[config.mk]
export PLATFORM = sky130hd
export DESIGN_NAME = draw_pair_scheduler_flat
export DESIGN_NICKNAME = d
export VERILOG_FILES = /design/src/rtl/draw_pair_scheduler_if.sv /design/src/rtl/draw_pair_scheduler.sv /design/src/flat_wrapper.sv
export SDC_FILE = /design/constraint.sdc
export NUM_CORES = 1
export LEC_CHECK = 0
export ABC_CLOCK_PERIOD_IN_PS = 2900
export BUFFER_PORTS_ARGS = -buffer_cell sky130_fd_sc_hd__buf_2
export CAP_MARGIN = 5
export CORE_MARGIN = 3
export CORE_UTILIZATION = 47
export DETAILED_ROUTE_END_ITERATION = 8
export GPL_TIMING_DRIVEN = 1
export PLACE_DENSITY = 0.71
export SLEW_MARGIN = 30
export SYNTH_ARGS = -nofsm -noshare
export SYNTH_HDL_FRONTEND = slang
export SYNTH_SLANG_ARGS = --single-unit
[constraint.sdc]
create_clock -name clk -period 2.9 [get_ports clk]
set_clock_uncertainty 0.2 [all_clocks]
set_input_delay 0.435 -clock clk [delete_from_list [all_inputs] [get_ports clk]]
set_output_delay 0.435 -clock clk [all_outputs]
set_load 0.05 [all_outputs]
[src/rtl/draw_pair_scheduler_if.sv]
// Handshake and configuration bundle between the walk controller, the pair scheduler and the drawer.
// Latency: none; this is wiring only.
// Backpressure: ready from the drawer stalls the pair stream; valid and addresses are driven from registers.
// Ports: start/cfg_base/cfg_len/abort request and configure a walk, valid/ready carry each pair,
// addr_a/addr_b hold the even/odd address, busy/done report progress.
interface draw_pair_scheduler_if #(
    parameter int ADDR_W = 14
);
    logic              start;
    logic [ADDR_W-2:0] cfg_base;
    logic [ADDR_W-2:0] cfg_len;
    logic              abort;
    logic              ready;
    logic              valid;
    logic [ADDR_W-1:0] addr_a;
    logic [ADDR_W-1:0] addr_b;
    logic              busy;
    logic              done;

    // master: the scheduler, which sources the pair stream
    modport master (
        input  start, cfg_base, cfg_len, abort, ready,
        output valid, addr_a, addr_b, busy, done
    );

    // slave: controller plus drawer, which request walks and consume pairs
    modport slave (
        output start, cfg_base, cfg_len, abort, ready,
        input  valid, addr_a, addr_b, busy, done
    );
endinterface

[src/rtl/draw_pair_scheduler.sv]
// Walks a configurable run of pair indices and presents {idx,0}/{idx,1} address pairs downstream.
// Latency: first pair is valid one cycle after start is accepted; done follows one cycle after the last pair.
// Backpressure: a pair holds while ready is low; valid and the addresses come only from registers, never from ready.
// Ports: clk, reset (synchronous, active-high), bus (master side of draw_pair_scheduler_if).
module draw_pair_scheduler #(
    parameter int ADDR_W       = 14,
    parameter int DEFAULT_BASE = 4352,
    parameter int DEFAULT_LEN  = 128
) (
    input  logic                   clk,
    input  logic                   reset,
    draw_pair_scheduler_if.master  bus
);
    localparam int IW = ADDR_W - 1;

    typedef enum logic [1:0] {
        IDLE = 2'd0,
        RUN  = 2'd1,
        DONE = 2'd2
    } state_t;

    state_t          state, state_nxt;
    logic [IW-1:0]   idx, idx_nxt;
    logic [IW-1:0]   remaining, remaining_nxt;

    always_ff @(posedge clk) begin
        if (reset) begin
            state     <= IDLE;
            idx       <= IW'(DEFAULT_BASE);
            remaining <= IW'(DEFAULT_LEN);
        end else begin
            state     <= state_nxt;
            idx       <= idx_nxt;
            remaining <= remaining_nxt;
        end
    end

    always_comb begin
        state_nxt     = state;
        idx_nxt       = idx;
        remaining_nxt = remaining;
        case (state)
            IDLE: begin
                if (bus.start) begin
                    idx_nxt = bus.cfg_base;
                    if (bus.cfg_len != '0) begin
                        remaining_nxt = bus.cfg_len;
                        state_nxt     = RUN;
                    end else begin
                        // Zero-length walk: report completion without presenting any pair.
                        state_nxt = DONE;
                    end
                end
            end
            RUN: begin
                // Abort wins over a same-edge transfer so the aborted pair is never counted.
                if (bus.abort) begin
                    state_nxt = IDLE;
                end else if (bus.ready) begin
                    idx_nxt       = idx + 1'b1;  // wraps naturally at the index width
                    remaining_nxt = remaining - 1'b1;
                    if (remaining == IW'(1)) begin
                        state_nxt = DONE;
                    end
                end
            end
            DONE: begin
                state_nxt = IDLE;
            end
            default: begin
                state_nxt = IDLE;
            end
        endcase
    end

    assign bus.valid  = (state == RUN);
    assign bus.busy   = (state != IDLE);
    assign bus.done   = (state == DONE);
    assign bus.addr_a = {idx, 1'b0};
    assign bus.addr_b = {idx, 1'b1};
endmodule

[src/flat_wrapper.sv]
// flat-port wrapper written by rule: the top's interface ports become plain ports
module draw_pair_scheduler_flat 
#(
    parameter int ADDR_W       = 14,
    parameter int DEFAULT_BASE = 4352,
    parameter int DEFAULT_LEN  = 128
)
  (clk, reset, bus_start, bus_cfg_base, bus_cfg_len, bus_abort, bus_ready, bus_valid, bus_addr_a, bus_addr_b, bus_busy, bus_done);
  draw_pair_scheduler_if #(.ADDR_W(ADDR_W)) bus_i ();
  input  logic clk;
  input  logic reset;
  input wire logic [$bits(bus_i.start)-1:0] bus_start;
  input wire logic [$bits(bus_i.cfg_base)-1:0] bus_cfg_base;
  input wire logic [$bits(bus_i.cfg_len)-1:0] bus_cfg_len;
  input wire logic [$bits(bus_i.abort)-1:0] bus_abort;
  input wire logic [$bits(bus_i.ready)-1:0] bus_ready;
  output wire logic [$bits(bus_i.valid)-1:0] bus_valid;
  output wire logic [$bits(bus_i.addr_a)-1:0] bus_addr_a;
  output wire logic [$bits(bus_i.addr_b)-1:0] bus_addr_b;
  output wire logic [$bits(bus_i.busy)-1:0] bus_busy;
  output wire logic [$bits(bus_i.done)-1:0] bus_done;
  assign bus_i.start = bus_start;
  assign bus_i.cfg_base = bus_cfg_base;
  assign bus_i.cfg_len = bus_cfg_len;
  assign bus_i.abort = bus_abort;
  assign bus_i.ready = bus_ready;
  assign bus_valid = bus_i.valid;
  assign bus_addr_a = bus_i.addr_a;
  assign bus_addr_b = bus_i.addr_b;
  assign bus_busy = bus_i.busy;
  assign bus_done = bus_i.done;
  draw_pair_scheduler #(.ADDR_W(ADDR_W), .DEFAULT_BASE(DEFAULT_BASE), .DEFAULT_LEN(DEFAULT_LEN)) u_core (.clk(clk), .reset(reset), .bus(bus_i));
endmodule
Word level (Yosys, flattened, before mapping)
Cells that the tools add are included.
{"block": "op_classes", "n_addsub": 2, "n_reduce_logical": 7, "n_mux": 15, "eq_ne": 9}
{"cell": "13-bit 2-to-1 mux", "count": 7}
{"cell": "13-bit case mux with 2 select lines", "count": 2}
{"cell": "13-bit by 1-bit adder with 13-bit output, second input constant", "count": 1}
{"cell": "13-bit by 1-bit == test with 1-bit output, second input constant", "count": 1}
{"cell": "13-bit nonzero test", "count": 1}
{"cell": "13-bit by 1-bit subtractor with 13-bit output, second input constant", "count": 1}
{"cell": "2-bit 2-to-1 mux", "count": 5}
{"cell": "2-bit != test, second input constant", "count": 3}
{"cell": "5-bit AND reduction", "count": 1}
{"cell": "2-bit case mux with 2 select lines", "count": 1}
{"cell": "4-bit AND reduction", "count": 1}
{"cell": "2-bit nonzero test", "count": 2}
{"cell": "3-bit by 2-bit != test with 1-bit output, second input constant", "count": 1}
{"cell": "3-bit != test, second input constant", "count": 1}
{"cell": "3-bit AND reduction", "count": 1}
{"cell": "2-bit by 1-bit == test with 1-bit output, second input constant", "count": 1}
{"cell": "2-bit == test, second input constant", "count": 1}
{"cell": "2-bit zero test", "count": 1}
{"cell": "2-bit by 1-bit != test with 1-bit output, second input constant", "count": 1}
{"block": "totals", "regBits": 28, "inputBits": 31, "out_inout_bits": 31}

Depth between registers and ports, before layout
{"block": "logic_depth", "depth_word": 5, "depth_mapped": 8, "ltp_nobuf": 6}

Least setup slack after synthesis
Ideal clock, no wire load.
{"block": "synth_timing", "path_kind": "register -> register", "from": "reg u_core.idx[0]", "to": "reg u_core.idx[12]", "synth_period_minus_slack_ns": 2.196, "n_path_buf": 1, "path_stages_with_launch": 7, "t_arrival_ns": 1.931, "required_ns": 2.635, "slack_ns": 0.704, "cell_sequence": "dfxtp_1 -> ha_1 -> and3_1 -> buf_1 -> nand4_1 -> or4_1 -> nand4_1"}
{"block": "synth_via", "elab_chain_len": 4}
{"item": "start: declaration", "line": "draw_pair_scheduler.sv:23", "text": "logic [IW-1:0] idx, idx_nxt;"}
{"item": "start signal: assignment", "line": "draw_pair_scheduler.sv:29", "text": "idx <= IW'(DEFAULT_BASE);"}
{"item": "start signal: assignment", "line": "draw_pair_scheduler.sv:33", "text": "idx <= idx_nxt;"}
{"item": "13-bit by 1-bit adder with 13-bit output", "line": "draw_pair_scheduler.sv:60", "text": "idx_nxt = idx + 1'b1;"}
{"item": "13-bit 2-to-1 mux", "line": "draw_pair_scheduler.sv:59", "text": "end else if (bus.ready) begin"}
{"item": "13-bit 2-to-1 mux", "line": "draw_pair_scheduler.sv:57", "text": "if (bus.abort) begin"}
{"item": "13-bit case mux with 2 select lines", "line": "draw_pair_scheduler.sv:42", "text": "case (state)"}
No other way between the ends. The select of a mux whose other input is x is not followed.
A chain may end at the register's enable or synchronous reset.

Worst setup path after layout
{"block": "layout_timing", "from": "reg u_core.state[1]", "to": "out bus_valid"}
{"block": "layout_via", "elab_chain_len": 1}
{"item": "start: declaration", "line": "draw_pair_scheduler.sv:22", "text": "state_t state, state_nxt;"}
{"item": "start signal: assignment", "line": "draw_pair_scheduler.sv:32", "text": "state <= state_nxt;"}
{"item": "2-bit by 1-bit == test with 1-bit output", "line": "draw_pair_scheduler.sv:76", "text": "assign bus.valid = (state == RUN);"}
{"item": "end: declaration", "line": "flat_wrapper.sv:17", "text": "output wire logic [$bits(bus_i.valid)-1:0] bus_valid;"}
No other way between the ends.

==> impl_metrics.yaml <==
floorplan:
  core_um2: 4060
  rows: 23
  dieArea_um2: 5070
  die_y_um: 71.2
  num_io_pins: 62
  start_util: 0.492
  die_x_um: 71.2
pwr:
  p_clk_frac: 0.267
  power_density_nw_per_um2: 538
  power_leakage_nw: 0.945
  irDropWorstVdd_mv: 0.197
  pwr-share-comb: 0.350
  p_sw_frac: 0.399
  switchingPower_mw: 0.489
  p_seq_frac: 0.383
  intPower_mw: 0.737
timing:
  rsz0062_at_grt: "false"
  timing.final.crit_share: 0.837
  finalMaxSlewViolations: 0
  max_slew.worst_pin.slew_ns: 0.835
  setup_violations: 0
  fin_setup_tns_ns: 0
  timing.fmax_mhz: 412
  slew_headroom: 0.438
  hold_viol: 0
  fin_ws_ns: 0.472
  min_period_ns: 2.43
cts:
  cts_setup_buffers: 0
  h-tree-depth: 1
  cts.clk_slew.worst_paths_ns: 0.11
  holdBufCountCts: 0
  cts_tree: "done"
  cts_resized: 0
  cts-root-buf: "clkbuf_8"
  cts.sinks: 28
  clk_path_buf_depth: 2
  clk_latency_ns: 0.29
  cts_buffers: 3
final_layout:
  diodes: 0
  fillers: 404
  final_cell_mix: "buf_2, dfxtp_1, a21oi_1, nand2_1, nor2_1"
  layout-drive-gt1-share: 0.271
  layout.cells.most_common: "buf_2"
  final_util: 0.562
  nets: 330
  syn_to_final_growth_pct: 14.1
  multiInputGateArea_um2: 1220
  ff_latch_area_um2: 561
yosys:
  ys_warn_count: 0
  synthCells: 260
  synth_edf_count: 0
  syn_area_um2: 2000
  syn_avg_cell_area_um2: 7.69
  synthFlopType: "dfxtp_1"
  ys_seq_elements: 28
  synth_cell_types: 58
  yosysSeqAreaShare: 0.281
  synth_nets: 294
  ys_async_sr_fraction: 0
place:
  dp_hpwl_um: 3860
  pre_cts_ws_ns: 0.605
  io_buffers: 59
  gp_congestion: 0.835
min_path:
  hold_class: "in -> reg"
detailed_routing:
  wirelength_um: 5510
  drt_first_pass_iters: 4
  avgViaCountPerCell: 6.20
  drt-initial-drc-count: 232
  wl_per_cell_um: 16.0
  ant_nets: 0
  vias: 2139
  drc: 0
global_routing:
  grt_pass1_vias: 1847
  grt_start_max_net_pins: 31
  grt_overflow_total: 0
  grt_usage: 0.217
  antenna_found_initial: 0
  grt_first_pass_wirelength_um: 9100
status:
  outcome: "completed"
critical_path:
  path_class: "reg -> out"
  required_ns: 2.27
  worst_ep_arrival_time_ns: 1.79
  cp-start-kind: "flop"
  end_kind: "output port"
  path_max_fanout: 24
run:
  max_cap_viol_count: 0
## worst max-delay path: stages (launching register included)
cell and delay, ns:
dfxtp_1 0.50, nand2b_2 0.47, inv_1 0.11, buf_4 0.20, buf_2 0.22
## power groups by stage
stage	Sequential [mW]	Combinational, mW	Clock, mW
2_1_floorplan	0.523	0.287	0
3_3_place_gp	0.477	0.423	0
3_5_place_dp	0.478	0.424	0
4_1_cts	0.469	0.426	0.329
5_1_grt	0.478	0.461	0.339
6_report	0.470	0.429	0.327
## stage by stage
step	cell area (µm²)	hold slack [ns]	total power [mW]	std cells
floorplan	2000	0.248	0.809	260
global placement	2210	0.267	0.900	341
detailed placement	2210	0.271	0.901	341
CTS	2280	0.210	1.22	345
global route	2280	0.219	1.28	345
finish	2280	0.224	1.23	345
## synthesized netlist by cell type (7+ instances only)
master | number | area, µm²
dfxtp_1 | 28 | 561
a21oi_1 | 21 | 105
nand2_1 | 19 | 71.3
nor2_1 | 16 | 60.1
buf_4 | 15 | 113
o21ai_0 | 13 | 65.1
clkbuf_1 | 11 | 41.3
o31ai_1 | 10 | 75.1
nand3_1 | 9 | 45.0
inv_1 | 8 | 30.0
nor3_1 | 8 | 40.0
and3_1 | 7 | 43.8
nor4_1 | 7 | 43.8
## worst paths after layout
kind | from | cells after the start | endpoint | slack [ns]
worst min register to register | u_core.remaining[11] | 2 | u_core.remaining[11] | 0.28
worst max-delay path | u_core.state[1] | 4 | bus_valid | 0.47
worst min-delay path | bus_start | 3 | u_core.state[0] | 0.22
worst max register to register | u_core.state[1] | 5 | u_core.remaining[3] | 0.69
## logic make-up after synthesis
group           count (synthesis)  share of synthesized area
flops                          28                      0.281
fa+ha+maj                       3                     0.0188
buf+inv                        41                      0.109
simple gates                  100                      0.285
compound gates                 85                      0.297
other cells                     2                    0.00376
mux                             1                    0.00564
## layout make-up
| cell class | count | share of cell area |
|---|---|---|
| Clock buffer | 3 | 0.0181 |
| Clock inverter | 1 | 0.0132 |
| Tap cell | 50 | 0.0274 |
| Sequential cell | 28 | 0.246 |
| Inverter | 8 | 0.0132 |
| Multi-Input combinational cell | 191 | 0.536 |
| Timing Repair Buffer | 64 | 0.146 |
## registers in the layout, summed over array words and instances, names as in the netlist
signal	cells
u_core.idx	13
u_core.remaining	13
u_core.state	2
## per-layer routing
layer  global-route usage  up-vias  wire [µm]
li1                     -     1048          -
met1                0.341     1008       2720
met2                0.307       76       2420
met3               0.0256        7        309
met4               0.0605        0         72
met5                    0        -          0
Note: power is estimated with default switching activity, not from simulation.
